--- src/rtl/sh_ibus_fabric.sv ---
// Internal-bus fabric between the SH cache/DMAC master and on-chip peripherals:
// priority read mux, wait aggregation, busy-timeout abort and unmapped-access error capture.
//
// state    | meaning
// ---------+------------------------------------------------------------
// ST_IDLE  | no stall in progress; the counter is idle
// ST_WAIT  | master is stalled; tmo_cnt counts CE_R ticks of continuous wait
// ST_ABORT | timeout fired; stall released, M_DO forced to DEF_DATA for one CE_R period
module sh_ibus_fabric #(
   parameter int NSLV = 8,
   parameter int DW = 32,
   parameter int AW = 32,
   parameter int TMO_W = 8,
   parameter int TMO_MAX = 255,
   parameter logic [DW-1:0] DEF_DATA = {DW{1'b1}}
) (
   input  logic             CLK,
   input  logic             RST_N,
   input  logic             CE_R,
   input  logic             CE_F,
   input  logic             RES_N,
   input  logic [AW-1:0]    M_A,
   input  logic             M_WE,
   input  logic             M_REQ,
   output logic [DW-1:0]    M_DO,
   output logic             M_WAIT,
   input  logic [NSLV-1:0]  S_ACT,
   input  logic [NSLV*DW-1:0] S_DO,
   input  logic [NSLV-1:0]  S_BUSY,
   input  logic             ERR_CLR,
   output logic             ERR_IRQ,
   output logic [1:0]       ERR_TYPE,
   output logic [AW-1:0]    ERR_ADDR,
   output logic             ERR_WE,
   output logic             ERR_OVF
);

   typedef enum logic [1:0] {
      ST_IDLE  = 2'd0,
      ST_WAIT  = 2'd1,
      ST_ABORT = 2'd2
   } state_t;

   localparam bit TMO_EN = (TMO_MAX != 0);
   localparam logic [TMO_W-1:0] TMO_LIM = TMO_W'(TMO_MAX);
   localparam logic [TMO_W-1:0] CNT_SAT = {TMO_W{1'b1}};
   localparam logic [TMO_W-1:0] CNT_ONE = TMO_W'(1);

   localparam logic [1:0] ERR_NONE = 2'b00;
   localparam logic [1:0] ERR_UNM  = 2'b01;
   localparam logic [1:0] ERR_TMO  = 2'b10;

   state_t             state, state_nx;
   logic [TMO_W-1:0]   tmo_cnt, cnt_nx;
   logic [NSLV-1:0]    busy_mask, mask_nx;
   logic               tmo_ev;
   logic               unm_ev;
   logic               unm_armed;
   logic               soft_rst;
   logic               clr;
   logic               irq_live;
   logic [DW-1:0]      rd_data;
   logic               wait_hit;

   assign soft_rst = CE_R & ~RES_N;

   // Walk from the top so the lowest active index is the last (winning) assignment.
   always_comb begin
      rd_data = DEF_DATA;
      for (int i = NSLV - 1; i >= 0; i--) begin
         if (S_ACT[i]) rd_data = S_DO[i*DW +: DW];
      end
   end

   assign M_DO     = (state == ST_ABORT) ? DEF_DATA : rd_data;
   assign wait_hit = M_REQ & (|(S_ACT & S_BUSY & ~busy_mask));
   assign M_WAIT   = (state != ST_ABORT) & wait_hit;

   always_ff @(posedge CLK or negedge RST_N) begin
      if (!RST_N) begin
         state     <= ST_IDLE;
         tmo_cnt   <= '0;
         busy_mask <= '0;
      end else if (soft_rst) begin
         state     <= ST_IDLE;
         tmo_cnt   <= '0;
         busy_mask <= '0;
      end else begin
         state     <= state_nx;
         tmo_cnt   <= cnt_nx;
         busy_mask <= mask_nx;
      end
   end

   // Masked slaves stay ignored until they drop busy, so a hung peripheral cannot re-stall the core.
   always_comb begin
      state_nx = state;
      cnt_nx   = tmo_cnt;
      mask_nx  = busy_mask;
      tmo_ev   = 1'b0;
      if (CE_R) begin
         mask_nx = busy_mask & S_BUSY;
         case (state)
            ST_IDLE: begin
               if (M_WAIT) begin
                  state_nx = ST_WAIT;
                  cnt_nx   = CNT_ONE;
               end
            end
            ST_WAIT: begin
               if (!M_WAIT) begin
                  state_nx = ST_IDLE;
                  cnt_nx   = '0;
               end else if (TMO_EN && (tmo_cnt == TMO_LIM)) begin
                  state_nx = ST_ABORT;
                  cnt_nx   = '0;
                  tmo_ev   = 1'b1;
                  mask_nx  = mask_nx | (S_ACT & S_BUSY);
               end else if (tmo_cnt != CNT_SAT) begin
                  cnt_nx = tmo_cnt + CNT_ONE;
               end
            end
            ST_ABORT: begin
               state_nx = ST_IDLE;
               cnt_nx   = '0;
            end
            default: begin
               state_nx = ST_IDLE;
               cnt_nx   = '0;
            end
         endcase
      end
   end

   assign unm_ev = CE_F & M_REQ & ~(|S_ACT) & unm_armed;

   always_ff @(posedge CLK or negedge RST_N) begin
      if (!RST_N) begin
         unm_armed <= 1'b1;
      end else if (soft_rst) begin
         unm_armed <= 1'b1;
      end else if (!M_REQ) begin
         unm_armed <= 1'b1;
      end else if (unm_ev) begin
         unm_armed <= 1'b0;
      end
   end

   // A clear in the same cycle as a new error frees the record for that error.
   assign clr      = ERR_CLR & CE_R;
   assign irq_live = ERR_IRQ & ~clr;

   always_ff @(posedge CLK or negedge RST_N) begin
      if (!RST_N) begin
         ERR_IRQ  <= 1'b0;
         ERR_TYPE <= ERR_NONE;
         ERR_ADDR <= '0;
         ERR_WE   <= 1'b0;
         ERR_OVF  <= 1'b0;
      end else if (soft_rst) begin
         ERR_IRQ  <= 1'b0;
         ERR_TYPE <= ERR_NONE;
         ERR_ADDR <= '0;
         ERR_WE   <= 1'b0;
         ERR_OVF  <= 1'b0;
      end else if ((tmo_ev || unm_ev) && !irq_live) begin
         ERR_IRQ  <= 1'b1;
         ERR_TYPE <= tmo_ev ? ERR_TMO : ERR_UNM;
         ERR_ADDR <= M_A;
         ERR_WE   <= M_WE;
         ERR_OVF  <= tmo_ev & unm_ev;
      end else if (tmo_ev || unm_ev) begin
         ERR_OVF  <= 1'b1;
      end else if (clr) begin
         ERR_IRQ  <= 1'b0;
         ERR_TYPE <= ERR_NONE;
         ERR_OVF  <= 1'b0;
      end
   end

endmodule

--- config.mk ---
export PLATFORM = sky130hd
export DESIGN_NAME = sh_ibus_fabric
export DESIGN_NICKNAME = d
export VERILOG_FILES = /design/src/rtl/sh_ibus_fabric.sv
export SDC_FILE = /design/constraint.sdc
export NUM_CORES = 1
export LEC_CHECK = 0
export ABC_AREA = 1
export ABC_CLOCK_PERIOD_IN_PS = 1700
export CAP_MARGIN = 20
export CORE_AREA = 2 2 149 151
export CTS_CLUSTER_DIAMETER = 80
export DETAILED_ROUTE_END_ITERATION = 7
export DIE_AREA = 0 0 151 153
export GPL_TIMING_DRIVEN = 0
export HOLD_SLACK_MARGIN = 0.15
export SLEW_MARGIN = 20
export SYNTH_ARGS = -nofsm -noshare
export SYNTH_HDL_FRONTEND = slang
export SYNTH_SLANG_ARGS = --single-unit
--- constraint.sdc ---
create_clock -name CLK -period 1.7 [get_ports CLK]
set_input_delay 0.255 -clock CLK [delete_from_list [all_inputs] [get_ports CLK]]
set_output_delay 0.255 -clock CLK [all_outputs]
set_load 0.05 [all_outputs]
==> impl_metrics.yaml <==
run_status:
  outcome: "finished with violations"
  violations: "setup timing"
worst_setup_path:
  reg2reg_depth: 13
  reg2reg_slack_ns: -0.02
  path_max_fanout: 9
  end_kind: "output pin"
  crit_required_ns: 1.44
  cp.arrival_ns: 1.58
  r2r-end: "ERR_ADDR[6]"
  crit_type: "reg2out"
  regToRegStartpoint: "busy_mask[2]"
  crit_path_start_kind: "register"
power:
  clock_power_share_pct: 15.5
  p_sw_uw: 3050
  pwr-share-seq_pct: 19.6
  power_density_nw_per_um2: 648
  power_switching_share_pct: 42.8
  p_int_uw: 4080
  power_leakage_uw: 0.00467
  vdd_drop_max_mv: 0.438
  pwr-share-comb_pct: 64.9
synth:
  yosys_warnings: 0
  ys_types: 34
  synth_flop_cell: "dfrtp_1"
  synth_top_family_by_area: "compound AO/OA/AOI/OAI gates"
  synth_compound_area_share_pct: 30.8
  syn_area_um2: 4890
  synthAdderAreaFrac_pct: 0.256
  synth_top_area_share_pct: 28.1
  synthesis.nets: 1068
  synth-simple-area-share_pct: 28.7
  yosysTopAreaCell: "dfrtp_1"
  syn_inst: 755
  synthArstFlopShare_pct: 100
  synth-seq-cells: 56
  ys_seq_area_share_pct: 28.7
  netlist_top_cells_area: "dfrtp_1 28%, nand2_1 13%, nand3_1 9.2%"
  synth-edff-count: 0
  muxShareOfSynthArea_pct: 0
  syn_avg_cell_area_um2: 6.48
  synth-xor-area-share_pct: 0.358
drt:
  routed_wl_um: 29300
  ant_nets: 0
  wl_per_cell_um: 19.9
  drtIter0Drc: 345
  drc: 0
  dr.pass1.iters: 4
  vias_per_cell: 4.83
  num_vias: 7102
die:
  rows: 54
  die_area_um2: 23100
  core-area_um2: 21500
  die_x_um: 151
  die_h_um: 153
  initial_utilization_pct: 22.8
  pin_count: 382
grt:
  antenna_found_initial: 11
  grt_pass1_wl_um: 42600
  grt_max_degree: 40
  track_usage_pct: 24.3
  grt_overflow: 0
  grt_pass1_vias: 7343
sta:
  rsz0062_at_grt: "yes"
  max_slew.worst_pin.slew_ns: 0.585
  final-max-slew-violation-count: 0
  period_minus_slack_ns: 1.84
  clock_skew_ns: 0.00473
  period_share_pct: 108
  fmax_mhz: 544
  setup_viol: 57
  finalHoldViolCount: 0
  fin_ws_ns: -0.138
  hold_slack_ns: 0.353
  relSlewSlack_pct: 61.0
clocking:
  root_buffer: "clkbuf_16"
  clockBufferDepth: 2
  path_clk_slew_ns: 0.07
  clk_latency_ns: 0.30
  cts.sinks: 56
  cts_tree: "done"
  htreeDepth: 2
  cts_buffers: 5
run:
  max_cap_violations: 0
place:
  gp_congestion: 0.959
  io_buffers: 379
  placed_cell_area_um2: 9430
  dp_worst_setup_slack_ns: -1.86
  place.detailed.hpwl_um: 23300
layout:
  final_common_cell: "clkdlybuf4s50_1"
  final_cell_mix: "292 x clkdlybuf4s50_1, 155 x nand2_1, 82 x nand3_1, 61 x inv_1, 53 x dfrtp_1"
  drive_gt1_share_pct: 26.3
  finalNetCount: 1494
  design_area_um2: 11000
  area_delta_synth_final_pct: 125
hold_path:
  hold_path_depth: 5
  min_delay_worst_endpoint: "busy_mask[1]"
  hp-class: "in2reg"
  hold_start: "S_BUSY[1]"
==> registers in the layout, summed over array words and instances (netlist names) <==
signal / flops
ERR_ADDR: 32
state: 2
ERR_WE: 1
ERR_OVF: 1
busy_mask: 8
unm_armed: 1
tmo_cnt: 8
ERR_TYPE: 2
ERR_IRQ: 1
==> layer usage <==
layer	track usage (%)	routed length [µm]
met1	27.5	11200
met2	44.0	15000
met3	6.00	2090
met4	8.37	903
met5	0	23
==> timing repair <==
| action | CTS | global route |
|---|---|---|
| hold endpoints to repair | 56 | 0 |
| buffers inserted | 18 | 13 |
| hold buffers | 1 | 0 |
| pin swaps | 45 | 28 |
| setup endpoints to repair | 119 | 80 |
| resized for setup | 517 | 72 |
| cloned | 3 | 5 |
==> stage by stage <==
stage / std cells / total power (µW) / TNS (ns) / utilization (%)
floorplan: 755 / 3430 / -0.125 / -
global placement: 1414 / 5020 / -170.65 / 43.8
detailed placement: 1415 / 5030 / -86.77 / 43.9
CTS: 1445 / 6990 / -2.71 / 49.1
global route: 1470 / 7430 / -8.90 / 51.1
finish: 1470 / 7130 / -3.27 / 51.1
==> cell type report <==
class | count | area (µm²)
fill | 2107 | 10500
timing repair buffer | 418 | 4250
multi-input combinational | 570 | 3870
sequential | 56 | 1410
buffer | 52 | 621
tap | 280 | 350
inverter | 78 | 315
clock buffer | 6 | 139
antenna | 8 | 20.0
clock inverter | 2 | 15.0
==> how the worst max path moves through the flow <==
stage | slack (ns) | start | to | depth (start not counted)
5_1_grt | -0.19 | state[0] | M_DO[18] | 6
2_1_floorplan | -0.008 | S_ACT[0] | M_DO[10] | 5
4_1_cts | -0.10 | state[1] | M_DO[12] | 7
6_report | -0.14 | state[0] | M_DO[18] | 6
3_3_place_gp | -1.86 | S_ACT[2] | M_DO[27] | 8
3_5_place_dp | -1.86 | S_ACT[2] | M_DO[27] | 8
==> critical path, stage by stage, from the launching register on <==
cell       delay, ns
dfrtp_2         0.44
nor2_4          0.14
buf_12          0.16
clkbuf_16       0.18
a21oi_4         0.04
o31ai_4         0.09
buf_6           0.20
==> Yosys cell counts (3+ instances only) <==
cell type / count
inv_2: 3
a22oi_1: 6
nand4_1: 4
nand3_1: 90
nor3_1: 6
o211ai_1: 12
o21ai_2: 30
buf_1: 10
o21ai_0: 75
buf_6: 6
buf_2: 10
a21oi_1: 66
clkbuf_1: 26
o31ai_1: 24
dfrtp_1: 55
nand2_1: 164
inv_1: 75
o22ai_1: 30
nor2_1: 42
==> cells by family (layout without fill, tap and decap cells) <==
family | count (synthesis) | in the layout
AOI/OAI and AO/OA | 248 | 248
xor gates and xnor gates | 2 | 2
adders and majority gates | 1 | 1
buffers and inverters | 130 | 556
DFF | 56 | 56
other | 0 | 8
and+or+nand+nor | 318 | 319
==> power groups by stage <==
stage / Sequential (µW) / Combinational (µW) / Clock [µW]
floorplan: 1420 / 2020 / 0
global placement: 1410 / 3600 / 0
detailed placement: 1410 / 3610 / 0
CTS: 1390 / 4470 / 1130
global route: 1400 / 4850 / 1170
finish: 1400 / 4630 / 1100
Note: power is estimated with default switching activity, not from simulation.
